## src/rtl/knn_nat_master_pkg.sv

```systemverilog
// ============================================================================
// knn_nat_master_pkg : shared KNN constants and FSM state encoding
// Revision 1.0
// ============================================================================
`default_nettype none

package knn_nat_master_pkg;

  typedef enum logic [1:0] {
    ST_IDLE = 2'd0,
    ST_REQ  = 2'd1,
    ST_RSP  = 2'd2
  } state_e;

  localparam int C_TIMEOUT_DEFAULT    = 255;
  localparam int C_FIFO_DEPTH_DEFAULT = 4;

endpackage

`default_nettype wire

```

## src/rtl/knn_cmd_fifo.sv

```systemverilog
// ============================================================================
// knn_cmd_fifo : synchronous command FIFO with simultaneous push/pop
// Revision 1.0
// ============================================================================
`default_nettype none

module knn_cmd_fifo #(
  parameter int WIDTH = 8,
  parameter int DEPTH = 4
) (
  input  logic             clk,
  input  logic             rst,
  input  logic             push_i,
  input  logic [WIDTH-1:0] wdata_i,
  input  logic             pop_i,
  output logic [WIDTH-1:0] rdata_o,
  output logic             full_o,
  output logic             empty_o
);

  localparam int PW = (DEPTH > 1) ? $clog2(DEPTH) : 1;

  logic [WIDTH-1:0] mem_q [DEPTH];
  logic [PW-1:0]    wptr_q, wptr_d;
  logic [PW-1:0]    rptr_q, rptr_d;
  logic [PW:0]      count_q, count_d;
  logic             push_ok, pop_ok;

  assign full_o  = (count_q == (PW+1)'(DEPTH));
  assign empty_o = (count_q == '0);
  assign push_ok = push_i && !full_o;
  assign pop_ok  = pop_i && !empty_o;
  assign rdata_o = mem_q[rptr_q];

  always_comb begin
    wptr_d  = wptr_q;
    rptr_d  = rptr_q;
    count_d = count_q;
    if (push_ok) begin
      wptr_d = (wptr_q == PW'(DEPTH-1)) ? '0 : wptr_q + PW'(1);
    end
    if (pop_ok) begin
      rptr_d = (rptr_q == PW'(DEPTH-1)) ? '0 : rptr_q + PW'(1);
    end
    // A push and pop in the same cycle leave occupancy unchanged.
    if (push_ok && !pop_ok) begin
      count_d = count_q + (PW+1)'(1);
    end else if (pop_ok && !push_ok) begin
      count_d = count_q - (PW+1)'(1);
    end
  end

  always_ff @(posedge clk or negedge rst) begin
    if (!rst) begin
      wptr_q  <= '0;
      rptr_q  <= '0;
      count_q <= '0;
    end else begin
      wptr_q  <= wptr_d;
      rptr_q  <= rptr_d;
      count_q <= count_d;
    end
  end

  always_ff @(posedge clk) begin
    if (push_ok) begin
      mem_q[wptr_q] <= wdata_i;
    end
  end

endmodule

`default_nettype wire

```

## src/rtl/knn_nat_master.sv

```systemverilog
// ============================================================================
// knn_nat_master : queued native-bus master with request timeout
// Revision 1.0
// ============================================================================
`default_nettype none

module knn_nat_master
  import knn_nat_master_pkg::*;
#(
  parameter int ADDR_W     = 6,
  parameter int DATA_W     = 32,
  parameter int FIFO_DEPTH = C_FIFO_DEPTH_DEFAULT,
  parameter int TIMEOUT    = C_TIMEOUT_DEFAULT
) (
  input  logic                clk,
  input  logic                rst,
  input  logic                cmd_valid,
  output logic                cmd_ready,
  input  logic                cmd_write,
  input  logic [ADDR_W-1:0]   cmd_addr,
  input  logic [DATA_W-1:0]   cmd_wdata,
  input  logic [DATA_W/8-1:0] cmd_wstrb,
  output logic                m_valid,
  output logic [ADDR_W-1:0]   m_address,
  output logic [DATA_W-1:0]   m_wdata,
  output logic [DATA_W/8-1:0] m_wstrb,
  input  logic [DATA_W-1:0]   m_rdata,
  input  logic                m_ready,
  output logic                rsp_valid,
  input  logic                rsp_ready,
  output logic [DATA_W-1:0]   rsp_rdata,
  output logic                rsp_err,
  output logic                busy
);

  localparam int STRB_W = DATA_W / 8;
  localparam int ENT_W  = 1 + ADDR_W + DATA_W + STRB_W;
  localparam int CNT_W  = (TIMEOUT > 0) ? $clog2(TIMEOUT + 1) : 1;

  state_e              state_q, state_d;
  logic                m_valid_q, m_valid_d;
  logic [ADDR_W-1:0]   m_address_q, m_address_d;
  logic [DATA_W-1:0]   m_wdata_q, m_wdata_d;
  logic [STRB_W-1:0]   m_wstrb_q, m_wstrb_d;
  logic                wr_q, wr_d;
  logic [CNT_W-1:0]    cnt_q, cnt_d;
  logic                rsp_valid_q, rsp_valid_d;
  logic [DATA_W-1:0]   rsp_rdata_q, rsp_rdata_d;
  logic                rsp_err_q, rsp_err_d;

  logic                fifo_full, fifo_empty, fifo_pop;
  logic [ENT_W-1:0]    fifo_wdata, fifo_rdata;
  logic                head_write;
  logic [ADDR_W-1:0]   head_addr;
  logic [DATA_W-1:0]   head_wdata;
  logic [STRB_W-1:0]   head_wstrb;

  assign fifo_wdata = {cmd_write, cmd_addr, cmd_wdata, cmd_wstrb};
  assign {head_write, head_addr, head_wdata, head_wstrb} = fifo_rdata;

  knn_cmd_fifo #(
    .WIDTH (ENT_W),
    .DEPTH (FIFO_DEPTH)
  ) u_fifo (
    .clk     (clk),
    .rst     (rst),
    .push_i  (cmd_valid),
    .wdata_i (fifo_wdata),
    .pop_i   (fifo_pop),
    .rdata_o (fifo_rdata),
    .full_o  (fifo_full),
    .empty_o (fifo_empty)
  );

  always_comb begin
    state_d     = state_q;
    m_valid_d   = m_valid_q;
    m_address_d = m_address_q;
    m_wdata_d   = m_wdata_q;
    m_wstrb_d   = m_wstrb_q;
    wr_d        = wr_q;
    cnt_d       = cnt_q;
    rsp_valid_d = rsp_valid_q;
    rsp_rdata_d = rsp_rdata_q;
    rsp_err_d   = rsp_err_q;
    fifo_pop    = 1'b0;

    case (state_q)
      ST_IDLE: begin
        if (!fifo_empty) begin
          fifo_pop    = 1'b1;
          m_valid_d   = 1'b1;
          m_address_d = head_addr;
          m_wdata_d   = head_wdata;
          m_wstrb_d   = head_write ? head_wstrb : '0;
          wr_d        = head_write;
          cnt_d       = '0;
          state_d     = ST_REQ;
        end
      end
      ST_REQ: begin
        // Completion wins over timeout when both land on the final cycle.
        if (m_ready) begin
          m_valid_d   = 1'b0;
          rsp_valid_d = 1'b1;
          rsp_rdata_d = wr_q ? '0 : m_rdata;
          rsp_err_d   = 1'b0;
          state_d     = ST_RSP;
        end else if (cnt_q == CNT_W'(TIMEOUT - 1)) begin
          m_valid_d   = 1'b0;
          rsp_valid_d = 1'b1;
          rsp_rdata_d = '0;
          rsp_err_d   = 1'b1;
          state_d     = ST_RSP;
        end else begin
          cnt_d = cnt_q + CNT_W'(1);
        end
      end
      ST_RSP: begin
        if (rsp_ready) begin
          rsp_valid_d = 1'b0;
          state_d     = ST_IDLE;
        end
      end
      default: begin
        m_valid_d   = 1'b0;
        rsp_valid_d = 1'b0;
        state_d     = ST_IDLE;
      end
    endcase
  end

  always_ff @(posedge clk or negedge rst) begin
    if (!rst) begin
      state_q     <= ST_IDLE;
      m_valid_q   <= 1'b0;
      m_address_q <= '0;
      m_wdata_q   <= '0;
      m_wstrb_q   <= '0;
      wr_q        <= 1'b0;
      cnt_q       <= '0;
      rsp_valid_q <= 1'b0;
      rsp_rdata_q <= '0;
      rsp_err_q   <= 1'b0;
    end else begin
      state_q     <= state_d;
      m_valid_q   <= m_valid_d;
      m_address_q <= m_address_d;
      m_wdata_q   <= m_wdata_d;
      m_wstrb_q   <= m_wstrb_d;
      wr_q        <= wr_d;
      cnt_q       <= cnt_d;
      rsp_valid_q <= rsp_valid_d;
      rsp_rdata_q <= rsp_rdata_d;
      rsp_err_q   <= rsp_err_d;
    end
  end

  assign cmd_ready = !fifo_full;
  assign busy      = (state_q != ST_IDLE) || !fifo_empty;
  assign m_valid   = m_valid_q;
  assign m_address = m_address_q;
  assign m_wdata   = m_wdata_q;
  assign m_wstrb   = m_wstrb_q;
  assign rsp_valid = rsp_valid_q;
  assign rsp_rdata = rsp_rdata_q;
  assign rsp_err   = rsp_err_q;

endmodule

`default_nettype wire

```

## config.mk

```make
export PLATFORM = sky130hd
export DESIGN_NAME = knn_nat_master
export DESIGN_NICKNAME = d
export VERILOG_FILES = /design/src/rtl/knn_nat_master_pkg.sv /design/src/rtl/knn_cmd_fifo.sv /design/src/rtl/knn_nat_master.sv
export SDC_FILE = /design/constraint.sdc
export NUM_CORES = 1
export LEC_CHECK = 0
export CAP_MARGIN = 25
export CORE_ASPECT_RATIO = 0.7
export CORE_MARGIN = 2
export CORE_UTILIZATION = 35
export CTS_CLUSTER_DIAMETER = 30
export CTS_CLUSTER_SIZE = 25
export DETAILED_ROUTE_END_ITERATION = 10
export PLACE_DENSITY = 0.57
export RECOVER_POWER = 100
export SLEW_MARGIN = 20
export SYNTH_ARGS = -nofsm -noshare
export SYNTH_HDL_FRONTEND = slang
export SYNTH_SLANG_ARGS = --single-unit
```

## constraint.sdc

```tcl
create_clock -name clk -period 3.08 [get_ports clk]
set_input_delay 0.616 -clock clk [delete_from_list [all_inputs] [get_ports clk]]
set_output_delay 0.616 -clock clk [all_outputs]
set_load 0.02 [all_outputs]
```

* Word level (Yosys, flattened, before mapping) *
Memories as Yosys holds them, arrays and structs flattened.
Index checks and enable logic that the tools add are counted.

storage, ports and cells
  logic and storage cells = 84
  register bits after elaboration = 95
  input port bits = 80
  RAM bits = 172
  memories kept = 1
  output and inout port bits = 79

operators by class
  multiplexer cells = 30
  equality and inequality tests = 11
  reduce and logical (&&, ||, !) cells = 21
  bitwise operators = 3
  add/sub/neg operators = 5

memories
  name          depth  width  read ports  clocked after memory_dff  write ports  RTL line            source
  u_fifo.mem_q  4      43     1           0                         1            knn_cmd_fifo.sv:23  logic [WIDTH-1:0] mem_q [DEPTH];

operator list
  operator                                                       number
  32-bit 2-to-1 mux                                              3
  8-bit 2-to-1 mux                                               3
  8-bit case mux with 2 select lines                             1
  2-bit 2-to-1 mux                                               6
  1-bit 2-to-1 mux                                               11
  3-bit AND reduction                                            3
  8-bit by 1-bit adder with 8-bit output, second input constant  1
  8-bit equality test, second input constant                     1
  2-bit != test, second input constant                           4
  2-bit nonzero test                                             4
  2-bit equality test, second input constant                     3
  3-bit 2-to-1 mux                                               2
  1-bit case mux with 3 select lines                             2
  2-bit case mux with 3 select lines                             1
  2-bit by 1-bit adder with 2-bit output, second input constant  2
  1-bit logical AND                                              4
  1-bit zero test                                                4
  4-bit 2-to-1 mux                                               1
  2-bit AND reduction                                            2
  4-bit AND reduction                                            1
  3-bit by 1-bit adder with 3-bit output, second input constant  1
  3-bit equality test, second input constant                     1
  3-bit zero test                                                1
  3-bit != test, second input constant                           1
  other kinds (5)                                                7

* Logic depth before layout (Yosys ltp) *
Gate-level depths: netlist of the first run.

  depth in word-level cells = 7
  gate-level depth with buffers = 9
  mapped depth without buffers = 9

* By module *
A second synthesis of the first run with hierarchy kept.

second synthesis, totals
  cells, all modules = 590
  area, all modules = 10112.2 um^2

modules (own cells, without submodules)
  module          instances  area each (um^2)  cells an instance
  knn_cmd_fifo    1          6641.4            262
  knn_nat_master  1          3470.8            328

* Worst setup path before layout of the first run *
OpenSTA, ideal clock, no wires.

  kind = reg2reg
  start point = reg u_fifo.count_q[0]
  end point = mem u_fifo.mem_q[0][0] (netlist bit), enable pin
  arrival = 1.803 ns
  path slack = 0.872 ns
  library setup time = 0.405 ns
  clock period less this slack = 2.208 ns
  required time = 2.675 ns
  stages on the path, launching flop included = 4
  cells stage by stage = dfrtp_1 nor2_1 nand2_1 and3_1

on the way
  longest elaborated chain between the ends = 5

RTL lines
  what                                    RTL line              source
  from (decl)                             knn_cmd_fifo.sv:26    logic [PW:0] count_q, count_d;
  from (signal assigned)                  knn_cmd_fifo.sv:61    count_q <= count_d;
  3-bit equality test                     knn_cmd_fifo.sv:29    assign full_o = (count_q == (PW+1)'(DEPTH));
  1-bit zero test                         n/a
  via cmd_ready                           knn_nat_master.sv:18  output logic cmd_ready,
  1-bit logical AND                       knn_cmd_fifo.sv:31    assign push_ok = push_i && !full_o;
  1-bit 2-to-1 mux                        knn_cmd_fifo.sv:66    if (push_ok) begin
  1-bit 2-to-1 mux (not written as such)  knn_cmd_fifo.sv:67    mem_q[wptr_q] <= wdata_i;
  to (decl)                               knn_cmd_fifo.sv:23

The timed path passes the listed nets, and every way through them passes these cells.

* Worst setup path after layout of the first run *
  start point = reg u_fifo.count_q[0]
  end point = out busy

on the way
  longest elaborated chain between the ends = 3

RTL lines
  what              RTL line               source
  3-bit zero test   knn_cmd_fifo.sv:30     assign empty_o = (count_q == '0);
  1-bit zero test   knn_nat_master.sv:160  assign busy = (state_q != ST_IDLE) || !fifo_empty;
  1-bit logical OR  knn_nat_master.sv:160
  to (decl)         knn_nat_master.sv:33   output logic busy

Every way passes these cells.

==> results.py, run 1 <==
metrics = {
    "timing": {
        "fin_skew_ns": 0.0219,
        "layout_setup_ws_ns": 0.242,
        "max_freq_mhz": 352,
        "finalHoldViolations": 0,
        "setup_tns_ns": 0,
        "drv_slew": 211,
        "timing.final.crit_share_pct": 92.1,
        "worstMarginPinSlew_ns": 1.65,
        "slew_headroom_pct": -10.2,
        "setup_viol": 0,
        "rsz0062_at_grt": "false",
        "min_period_ns": 2.84,
    },
    "cells_and_area": {
        "syn_to_final_growth_pct": 36.8,
        "nets": 793,
        "final_cells": 1119,
        "drive_gt1_share_pct": 25.5,
        "fillers": 2336,
        "multiInputGateArea_sq_um": 2330,
        "ff_latch_area_sq_um": 7550,
    },
    "global_route": {
        "grt_usage_pct": 15.2,
        "gr-total-overflow": 0,
        "grt_max_degree": 64,
        "antenna_found_initial": 5,
        "grt_pass1_wl_microns": 35100,
        "grt_pass1_vias": 5928,
    },
    "floorplan": {
        "rows": 51,
        "pin_count": 159,
        "die_width_microns": 207,
        "die_h_microns": 146,
        "fp.coreArea_sq_um": 28100,
        "dieArea_sq_um": 30200,
        "start_util_pct": 35.9,
    },
    "place": {
        "preCtsSetupSlack_ns": 0.554,
        "dpl.hpwl_microns": 13300,
        "placedCellCount": 1024,
        "gp_congestion": 0.764,
        "portBuffers": 158,
    },
    "power_and_ir_drop": {
        "combPwrFrac_pct": 27.7,
        "internal-power_mw": 10.7,
        "p_per_area_nw_per_um2": 1110,
        "netSwitchingFraction_pct": 29.8,
        "leakagePower_nw": 5.18,
        "p_sw_mw": 4.55,
        "vdd_drop_max_mv": 0.546,
        "pwr-share-clk_pct": 36.4,
        "power_frac_seq_pct": 35.9,
    },
    "clock_tree": {
        "clk_pin_slew_ns": 0.05,
        "cts_buffers": 49,
        "cts.repair.resized": 0,
        "htree_levels": 2,
        "cts_buffer_depth": 3,
        "cts_root_buf": "clkbuf_16",
        "postCtsHoldBufs": 0,
        "cts_tree": "yes",
        "postCtsSetupRepairBufs": 0,
        "clock_sinks": 267,
        "clkLatencyLatePin_ns": 0.55,
    },
    "drt": {
        "via_per_inst": 4.88,
        "wl_microns": 22400,
        "num_vias": 5462,
        "firstDrtPassIters": 4,
        "drc": 0,
        "ant_nets": 0,
        "drt_iter0_drc": 297,
        "wl_per_cell_microns": 20.0,
    },
    "setup_path": {
        "r2r-end": "m_wdata[31]",
        "cp_max_fo": 4,
        "critPathCaptureType": "primary output",
        "slowest_delay_ns": 0.68,
        "r2r_cells": 4,
        "slowest_stage": "dlygate4sd3_1",
        "path_class": "reg2out",
        "r2r-start": "u_fifo.count_q[0]",
        "crit_chain": "or3_4, nand2b_1, dlygate4sd3_1",
        "worstPathRequired_ns": 2.46,
        "crit_family": "buffers and inverters",
        "critPathBufInv": 1,
        "reg2reg_slack_ns": 0.42,
        "cp-start-kind": "flop",
        "arrival_ns": 2.22,
    },
    "logic_synthesis": {
        "ys_top_cells_by_count": "edfxtp_1, dfrtp_1, mux2_2, mux4_2, a22o_1",
        "synth.area.top_cells": "edfxtp_1, dfrtp_1, mux4_2, mux2_2, a22o_1",
        "synthFlopType": "edfxtp_1",
        "ys_ff_latch": 267,
        "syn_avg_cell_area_sq_um": 20.0,
        "yosysUniqueCellTypes": 40,
        "synth.top_cell.area_share_pct": 51.2,
        "netlist_instances": 504,
        "ys.warnings.count": 0,
        "synth-edff-count": 172,
        "ys_async_sr_fraction_pct": 35.6,
        "yosysSeqAreaShare_pct": 74.8,
        "yosys.area.top_type": "edfxtp_1",
        "synth.most_common_cell": "edfxtp_1",
        "mappedNetlistArea_sq_um": 10100,
        "synth_fp_nets": 593,
    },
    "run": {
        "drv_cap": 7,
    },
    "run_status": {
        "violations": "max-capacitance violations, max-slew violations",
        "status": "finished, violations left",
    },
    "hold_path": {
        "hold_class": "in2async",
    },
}
==> metal layers <==
layer	vias up	part of all wire, %	wire length, microns	GRT usage (%)
met5	-	0.10	23	0
met4	4	1.8	414	4.96
met3	41	6.2	1380	4.70
met2	155	47	10400	23.0
met1	2827	45	10200	21.1
li1	2435	-	-	-
==> worst register-to-register path: stages, from the launching register on <==
cell	delay [ns]
dfrtp_1	0.43
or3_4	0.42
nand2_4	0.08
clkbuf_2	1.15
mux2_2	0.47
==> final cells by class <==
cell class,count,share of cell area (%)
Inverter,6,0.163
Multi-Input combinational cell,209,16.9
Clock inverter,35,3.01
Sequential cell,267,54.8
Antenna cell,3,0.0545
Tap cell,371,3.37
Clock buffer,57,9.64
Timing Repair Buffer,171,12.1
==> placed cells by master, fill, tap and decap left out, drive strengths merged, types with 2 or more instances in the layout <==
cell           count
o311ai             2
dfrtp             95
a22o              33
o211ai             4
o21ai             11
dlygate4sd3      122
xor2               2
nand2             22
clkdlybuf4s50     35
mux2              43
nor2               8
diode              3
inv               14
or3                3
clkinv            15
nor3               3
mux4              43
and3               4
buf                4
clkbuf            67
bufinv             7
edfxtp           172
nand2b             2
nand3              7
ha                 8
clkinvlp           5
and2               2
==> state kept, by name, indices dropped and copies added, names as in the netlist <==
name,cells
cnt_q,8
u_fifo.wptr_q,2
m_wdata,32
u_fifo.mem_q,172
u_fifo.count_q,3
wr_q,1
rsp_err,1
rsp_valid,1
state_q,2
u_fifo.rptr_q,2
rsp_rdata,32
m_valid,1
m_address,6
m_wstrb,4
==> how the worst max path moves through the flow <==
stage                              end  slack [ns]  cells past startpoint               from
finish                            busy        0.24                      3  u_fifo.count_q[0]
global route                      busy        0.14                      3  u_fifo.count_q[1]
CTS                               busy        0.30                      3  u_fifo.count_q[0]
detailed placement   u_fifo.count_q[2]        0.55                      8          cmd_valid
floorplan           u_fifo.mem_q[0][0]        0.87                      3  u_fifo.count_q[0]
global placement     u_fifo.count_q[2]        0.63                      8          cmd_valid
==> kinds of logic after synthesis <==
kind of cell,count (synthesis),share of synthesized area [%]
flops,267,74.8
mux,86,14.4
compound gates,56,4.49
simple gates,55,2.93
buf+inv,28,1.87
fa+ha+maj,9,1.19
xor+xnor,3,0.261
==> power by group through the flow <==
| stage | sequential, mW | combinational, mW | clock (mW) |
|---|---|---|---|
| floorplan | 5.83 | 2.43 | 0 |
| global placement | 5.51 | 4.42 | 0 |
| detailed placement | 5.56 | 4.51 | 0 |
| CTS | 5.51 | 4.53 | 5.69 |
| global route | 5.61 | 4.57 | 5.88 |
| finish | 5.49 | 4.23 | 5.56 |
==> through the flow <==
stage	util [%]	hold WS (ns)	total power, mW	cell area [sq um]
after floorplan	-	0.320	8.25	10100
after global placement	43.1	0.464	9.93	12100
after detailed placement	43.1	0.484	10.1	12100
after CTS	49.3	0.0763	15.7	13800
after global routing	49.1	0.0894	16.1	13800
final	49.1	0.0655	15.3	13800
Power figures use the tool's default switching activity.
==> inputs of run 2 (changes only) <==
DONT_BUFFER_PORTS = 1   (was default)
PLACE_DENSITY = 0.5   (was 0.57)
==> run 2 against run 1 <==
- the flow now finishes without violations
- largest cell class unchanged
- worst setup slack improved by 0.35 ns
- cell area fell by 12%
- core utilization fell by 5.8 points
- combinational power fell by 35%
- critical path depth rose by 3
- power fell by 6.6%
- clock skew fell by 0.0068 ns
- clock power fell by 4%
- clock-buffer cell count rose by 1
- die area did not move
- cell count fell by 15%
- global-route usage fell by 0.97 points
==> results.py, run 2 (synthesis results as in run 1) <==
metrics = {
    "cells_and_area": {
        "fillers": 2472,
        "most-common-layout-cells": "edfxtp_1, dfrtp_1, clkbuf_16",
        "final_cell_area_sq_um": 12200,
        "top_register": "u_fifo.mem_q",
        "final_core_util_pct": 43.3,
        "mostFrequentLayoutCell": "edfxtp_1",
        "nets": 632,
        "drive_gt1_share_pct": 31.3,
        "largest_reg_flops": 172,
        "antenna_cells": 0,
        "syn_to_final_growth_pct": 20.7,
    },
    "floorplan": {
        "start_util_pct": 35.9,
        "pin_count": 159,
        "rows": 51,
        "die_h_microns": 146,
        "fp.coreArea_sq_um": 28100,
        "die_width_microns": 207,
        "dieArea_sq_um": 30200,
    },
    "global_route": {
        "grt_pass1_vias": 5373,
        "grt_max_degree": 96,
        "grtUsageMet3_pct": 6.31,
        "antenna_found_initial": 0,
        "busiest_layer": "met2",
        "gr-usage-met2_pct": 22.2,
        "gr-total-overflow": 0,
        "met1_usage_pct": 17.7,
        "grt_pass1_wl_microns": 32300,
        "grt_usage_pct": 14.3,
    },
    "setup_path": {
        "critPathCaptureType": "flop",
        "path_class": "reg2reg",
        "cp_max_fo": 34,
        "cp-start-kind": "flop",
        "arrival_ns": 2.90,
        "worstPathRequired_ns": 3.50,
    },
    "power_and_ir_drop": {
        "combPwrFrac_pct": 19.4,
        "p_sw_mw": 4.36,
        "leakagePower_nw": 4.46,
        "vdd_drop_max_mv": 0.457,
        "power_frac_seq_pct": 43.0,
        "pwr-share-clk_pct": 37.6,
        "p_per_area_nw_per_um2": 1170,
        "netSwitchingFraction_pct": 30.6,
        "internal-power_mw": 9.91,
    },
    "timing": {
        "worstMarginPinSlew_ns": 1.44,
        "hold_ws_ns": 0.159,
        "fin_skew_ns": 0.0152,
        "max_freq_mhz": 402,
        "slew_headroom_pct": 4.20,
        "finalHoldViolations": 0,
        "setup_tns_ns": 0,
        "setup_viol": 0,
        "rsz0062_at_grt": "false",
        "timing.final.crit_share_pct": 80.7,
        "drv_slew": 0,
        "min_period_ns": 2.49,
    },
    "place": {
        "gp_congestion": 0.704,
        "place_area_sq_um": 10500,
        "portBuffers": 0,
        "dpl.hpwl_microns": 12200,
    },
    "clock_tree": {
        "cts_root_buf": "clkbuf_16",
        "postCtsSetupRepairBufs": 0,
        "clkLatencyLatePin_ns": 0.55,
        "htree_levels": 2,
        "cts_buffer_depth": 3,
        "clk_pin_slew_ns": 0.05,
        "cts_buffers": 47,
        "cts_tree": "yes",
        "clock_sinks": 267,
    },
    "drt": {
        "drt_iter0_drc": 240,
        "wl_microns": 20800,
        "drc": 0,
        "firstDrtPassIters": 6,
        "via_per_inst": 5.08,
        "num_vias": 4838,
        "ant_nets": 0,
        "wl_per_cell_microns": 21.9,
    },
    "run_status": {
        "status": "complete, no violations",
    },
    "run": {
        "drv_cap": 0,
    },
    "hold_path": {
        "hold_class": "in2reg",
    },
}
run 2: power by group through the flow:
| stage | combinational [mW] | sequential [mW] | clock [mW] |
|---|---|---|---|
| after floorplan | 2.43 | 5.83 | 0 |
| after global placement | 2.77 | 6.19 | 0 |
| after detailed placement | 2.84 | 6.22 | 0 |
| after CTS | 2.88 | 6.17 | 5.49 |
| after global routing | 3.07 | 6.27 | 5.68 |
| final | 2.77 | 6.13 | 5.36 |
run 2: critical path, cell delays in order (launching register included):
cell and delay, ns:
dfrtp_1 0.41, inv_1 0.07, ha_1 0.14, nand3_1 0.14
o21bai_1 0.37, nand2_1 0.74, a22o_1 0.49
run 2: path summary, 6_finish.rpt:
| kind | startpoint | slack, ns | cells after the start | end |
|---|---|---|---|---|
| hold reg to reg | u_fifo.count_q[2] | 0.49 | 1 | u_fifo.count_q[2] |
| max in group asynchronous | rst | 1.00 | 2 | u_fifo.rptr_q[0] |
| hold / removal | cmd_wdata[9] | 0.16 | 0 | u_fifo.mem_q[2][13] |
| setup / recovery | cnt_q[0] | 0.59 | 6 | rsp_rdata[13] |
| min in group asynchronous | rst | 1.02 | 2 | m_wdata[11] |
| setup reg to reg | cnt_q[0] | 0.59 | 6 | rsp_rdata[13] |
run 2: per-layer routing:
| metal | vias up | part of all wire (%) |
|---|---|---|
| li1 | 2102 | - |
| met1 | 2557 | 41 |
| met2 | 139 | 48 |
| met3 | 40 | 8.9 |
| met4 | 0 | 1.9 |
| met5 | - | 0 |
run 2: per-stage QoR:
step / power [mW] / setup WS, ns / instances
2_1_floorplan: 8.25 / 0.872 / 504
3_3_place_gp: 8.96 / 0.946 / 863
3_5_place_dp: 9.06 / 0.908 / 863
4_1_cts: 14.5 / 0.755 / 952
5_1_grt: 15.0 / 0.380 / 953
6_report: 14.3 / 0.594 / 953
run 2: repair_timing:
item,4_1_cts,5_1_grt
endpoints found under the hold margin,95,6
hold buffers,1,1
resized for setup,0,0
run 2: cell type report:
| class | instances | area (sq um) | area share, % |
|---|---|---|---|
| repair buffers | 12 | 143 | 1.17 |
| inverters | 6 | 22.5 | 0.185 |
| flip-flops and latches | 267 | 7550 | 62.0 |
| clock inverters | 30 | 400 | 3.29 |
| multi-input cells | 209 | 2320 | 19.1 |
| well taps | 371 | 464 | 3.82 |
| clock buffers | 58 | 1270 | 10.4 |
==> inputs of run 3 (changes only) <==
clock period = 2.57 ns   (was 3.08 ns; I/O delays follow)
==> run 3 against run 2 <==
- fmax is 11% higher
- clock power is 15% higher
- sequential power is 19% higher
- via count is 0.60% lower
- power is 18% higher
- register-to-register slack worse by 0.27 ns
- sequential share of layout area is 0.31 points higher
- worst setup slack worse by 0.27 ns
- die area stayed put
- wire length is 0.60% lower
- cell area is 0.50% lower
- sequential cell count stayed put
- largest power group unchanged
==> results.py, run 3 (synthesis results as in run 1) <==
metrics = {
    "place": {
        "portBuffers": 0,
        "dpl.hpwl_microns": 11900,
        "place_area_sq_um": 10500,
        "placedCellCount": 866,
        "gp_congestion": 0.751,
    },
    "hold_path": {
        "hold_class": "in2reg",
    },
    "drt": {
        "drt_iter0_drc": 238,
        "firstDrtPassIters": 4,
        "drc": 0,
        "wl_per_cell_microns": 21.6,
        "wl_microns": 20700,
        "num_vias": 4809,
        "ant_nets": 0,
        "via_per_inst": 5.03,
    },
    "timing": {
        "setup_tns_ns": 0,
        "fin_skew_ns": 0.0253,
        "rsz0062_at_grt": "false",
        "min_period_ns": 2.25,
        "setup_viol": 0,
        "timing.final.crit_share_pct": 87.5,
        "worstMarginPinSlew_ns": 1.47,
        "max_freq_mhz": 445,
        "slew_headroom_pct": 2.08,
        "finalHoldViolations": 0,
        "drv_slew": 0,
    },
    "setup_path": {
        "cp-start-kind": "flop",
        "cp_max_fo": 43,
        "critPathCaptureType": "flop",
        "crit_chain": "nor2_1, nand2_1, clkbuf_1, and3_2, clkbuf_4",
        "slowest_stage": "clkbuf_4",
        "critPathBufInv": 2,
        "arrival_ns": 2.40,
        "slowest_delay_ns": 0.65,
        "worstPathRequired_ns": 2.72,
        "path_class": "reg2reg",
        "crit_family": "buffers and inverters",
    },
    "floorplan": {
        "fp.coreArea_sq_um": 28100,
        "die_width_microns": 207,
        "start_util_pct": 35.9,
        "rows": 51,
        "pin_count": 159,
        "dieArea_sq_um": 30200,
        "die_h_microns": 146,
    },
    "power_and_ir_drop": {
        "leakagePower_nw": 4.45,
        "finalPower_mw": 16.9,
        "p_per_area_nw_per_um2": 1390,
        "vdd_drop_max_mv": 0.703,
    },
    "clock_tree": {
        "cts_tree": "yes",
        "postCtsSetupRepairBufs": 0,
        "cts_buffer_depth": 3,
        "cts_root_buf": "clkbuf_16",
        "cts_buffers": 48,
        "clk_pin_slew_ns": 0.05,
        "htree_levels": 2,
        "clkLatencyLatePin_ns": 0.55,
        "clock_sinks": 267,
    },
    "cells_and_area": {
        "ff_latch_area_sq_um": 7550,
        "final_cells": 957,
        "multiInputGateArea_sq_um": 2340,
        "drive_gt1_share_pct": 32.9,
        "mostFrequentLayoutCell": "edfxtp_1",
        "most-common-layout-cells": "edfxtp_1, dfrtp_1, clkbuf_16",
        "top_register": "u_fifo.mem_q",
        "fillers": 2424,
        "largest_reg_flops": 172,
        "syn_to_final_growth_pct": 20.1,
        "final_core_util_pct": 43.1,
        "final_cell_area_sq_um": 12100,
        "antenna_cells": 0,
        "nets": 636,
    },
    "global_route": {
        "antenna_found_initial": 0,
        "gr-total-overflow": 0,
        "grt_pass1_vias": 5261,
        "grt_pass1_wl_microns": 32100,
        "grt_max_degree": 96,
        "grt_usage_pct": 14.2,
    },
    "run_status": {
        "status": "complete, no violations",
    },
    "run": {
        "drv_cap": 0,
    },
}
[run 3: metal layers]
metal  up-vias  GRT usage (%)  routed length [microns]
met5         -              0                        0
met4         0           4.65                      442
met3        39           6.31                     1780
met2       124           22.0                     9690
met1      2531           18.0                     8790
li1       2115              -                        -
[run 3: where the power goes]
group / internal (mW) / switching [mW]
Sequential: 5.87 / 1.44
Combinational: 1.75 / 1.63
Clock: 3.97 / 2.20
[run 3: metrics by stage]
stage / hold WS (ns) / worst slack (ns)
after global placement: 0.221 / 0.468
after floorplan: 0.218 / 0.362
after global routing: 0.0304 / 0.156
final: 0.0609 / 0.322
after CTS: 0.0336 / 0.348
after detailed placement: 0.221 / 0.436
[run 3: layout make-up]
| cell class | count | area share [%] |
|---|---|---|
| Timing Repair Buffer | 15 | 1.02 |
| Tap cell | 371 | 3.84 |
| Multi-Input combinational cell | 209 | 19.3 |
| Clock buffer | 54 | 10.4 |
| Inverter | 6 | 0.186 |
| Sequential cell | 267 | 62.4 |
| Clock inverter | 35 | 2.93 |
[run 3: path summary, 6_finish.rpt]
kind,startpoint,end,slack [ns],depth (start not counted)
hold reg to reg,u_fifo.count_q[2],u_fifo.count_q[2],0.48,1
setup reg to reg,u_fifo.count_q[0],u_fifo.mem_q[2][33],0.32,5
setup / recovery,u_fifo.count_q[0],u_fifo.mem_q[2][33],0.32,5
min in group asynchronous,rst,m_wdata[15],0.92,2
hold / removal,cmd_wdata[17],u_fifo.mem_q[3][21],0.06,0
max in group asynchronous,rst,u_fifo.rptr_q[0],0.55,2
[run 3: timing repair]
action / CTS / global route
gates resized for setup: 0 / 0
endpoints found under the hold margin: 95 / 0
hold buffers: 2 / 0
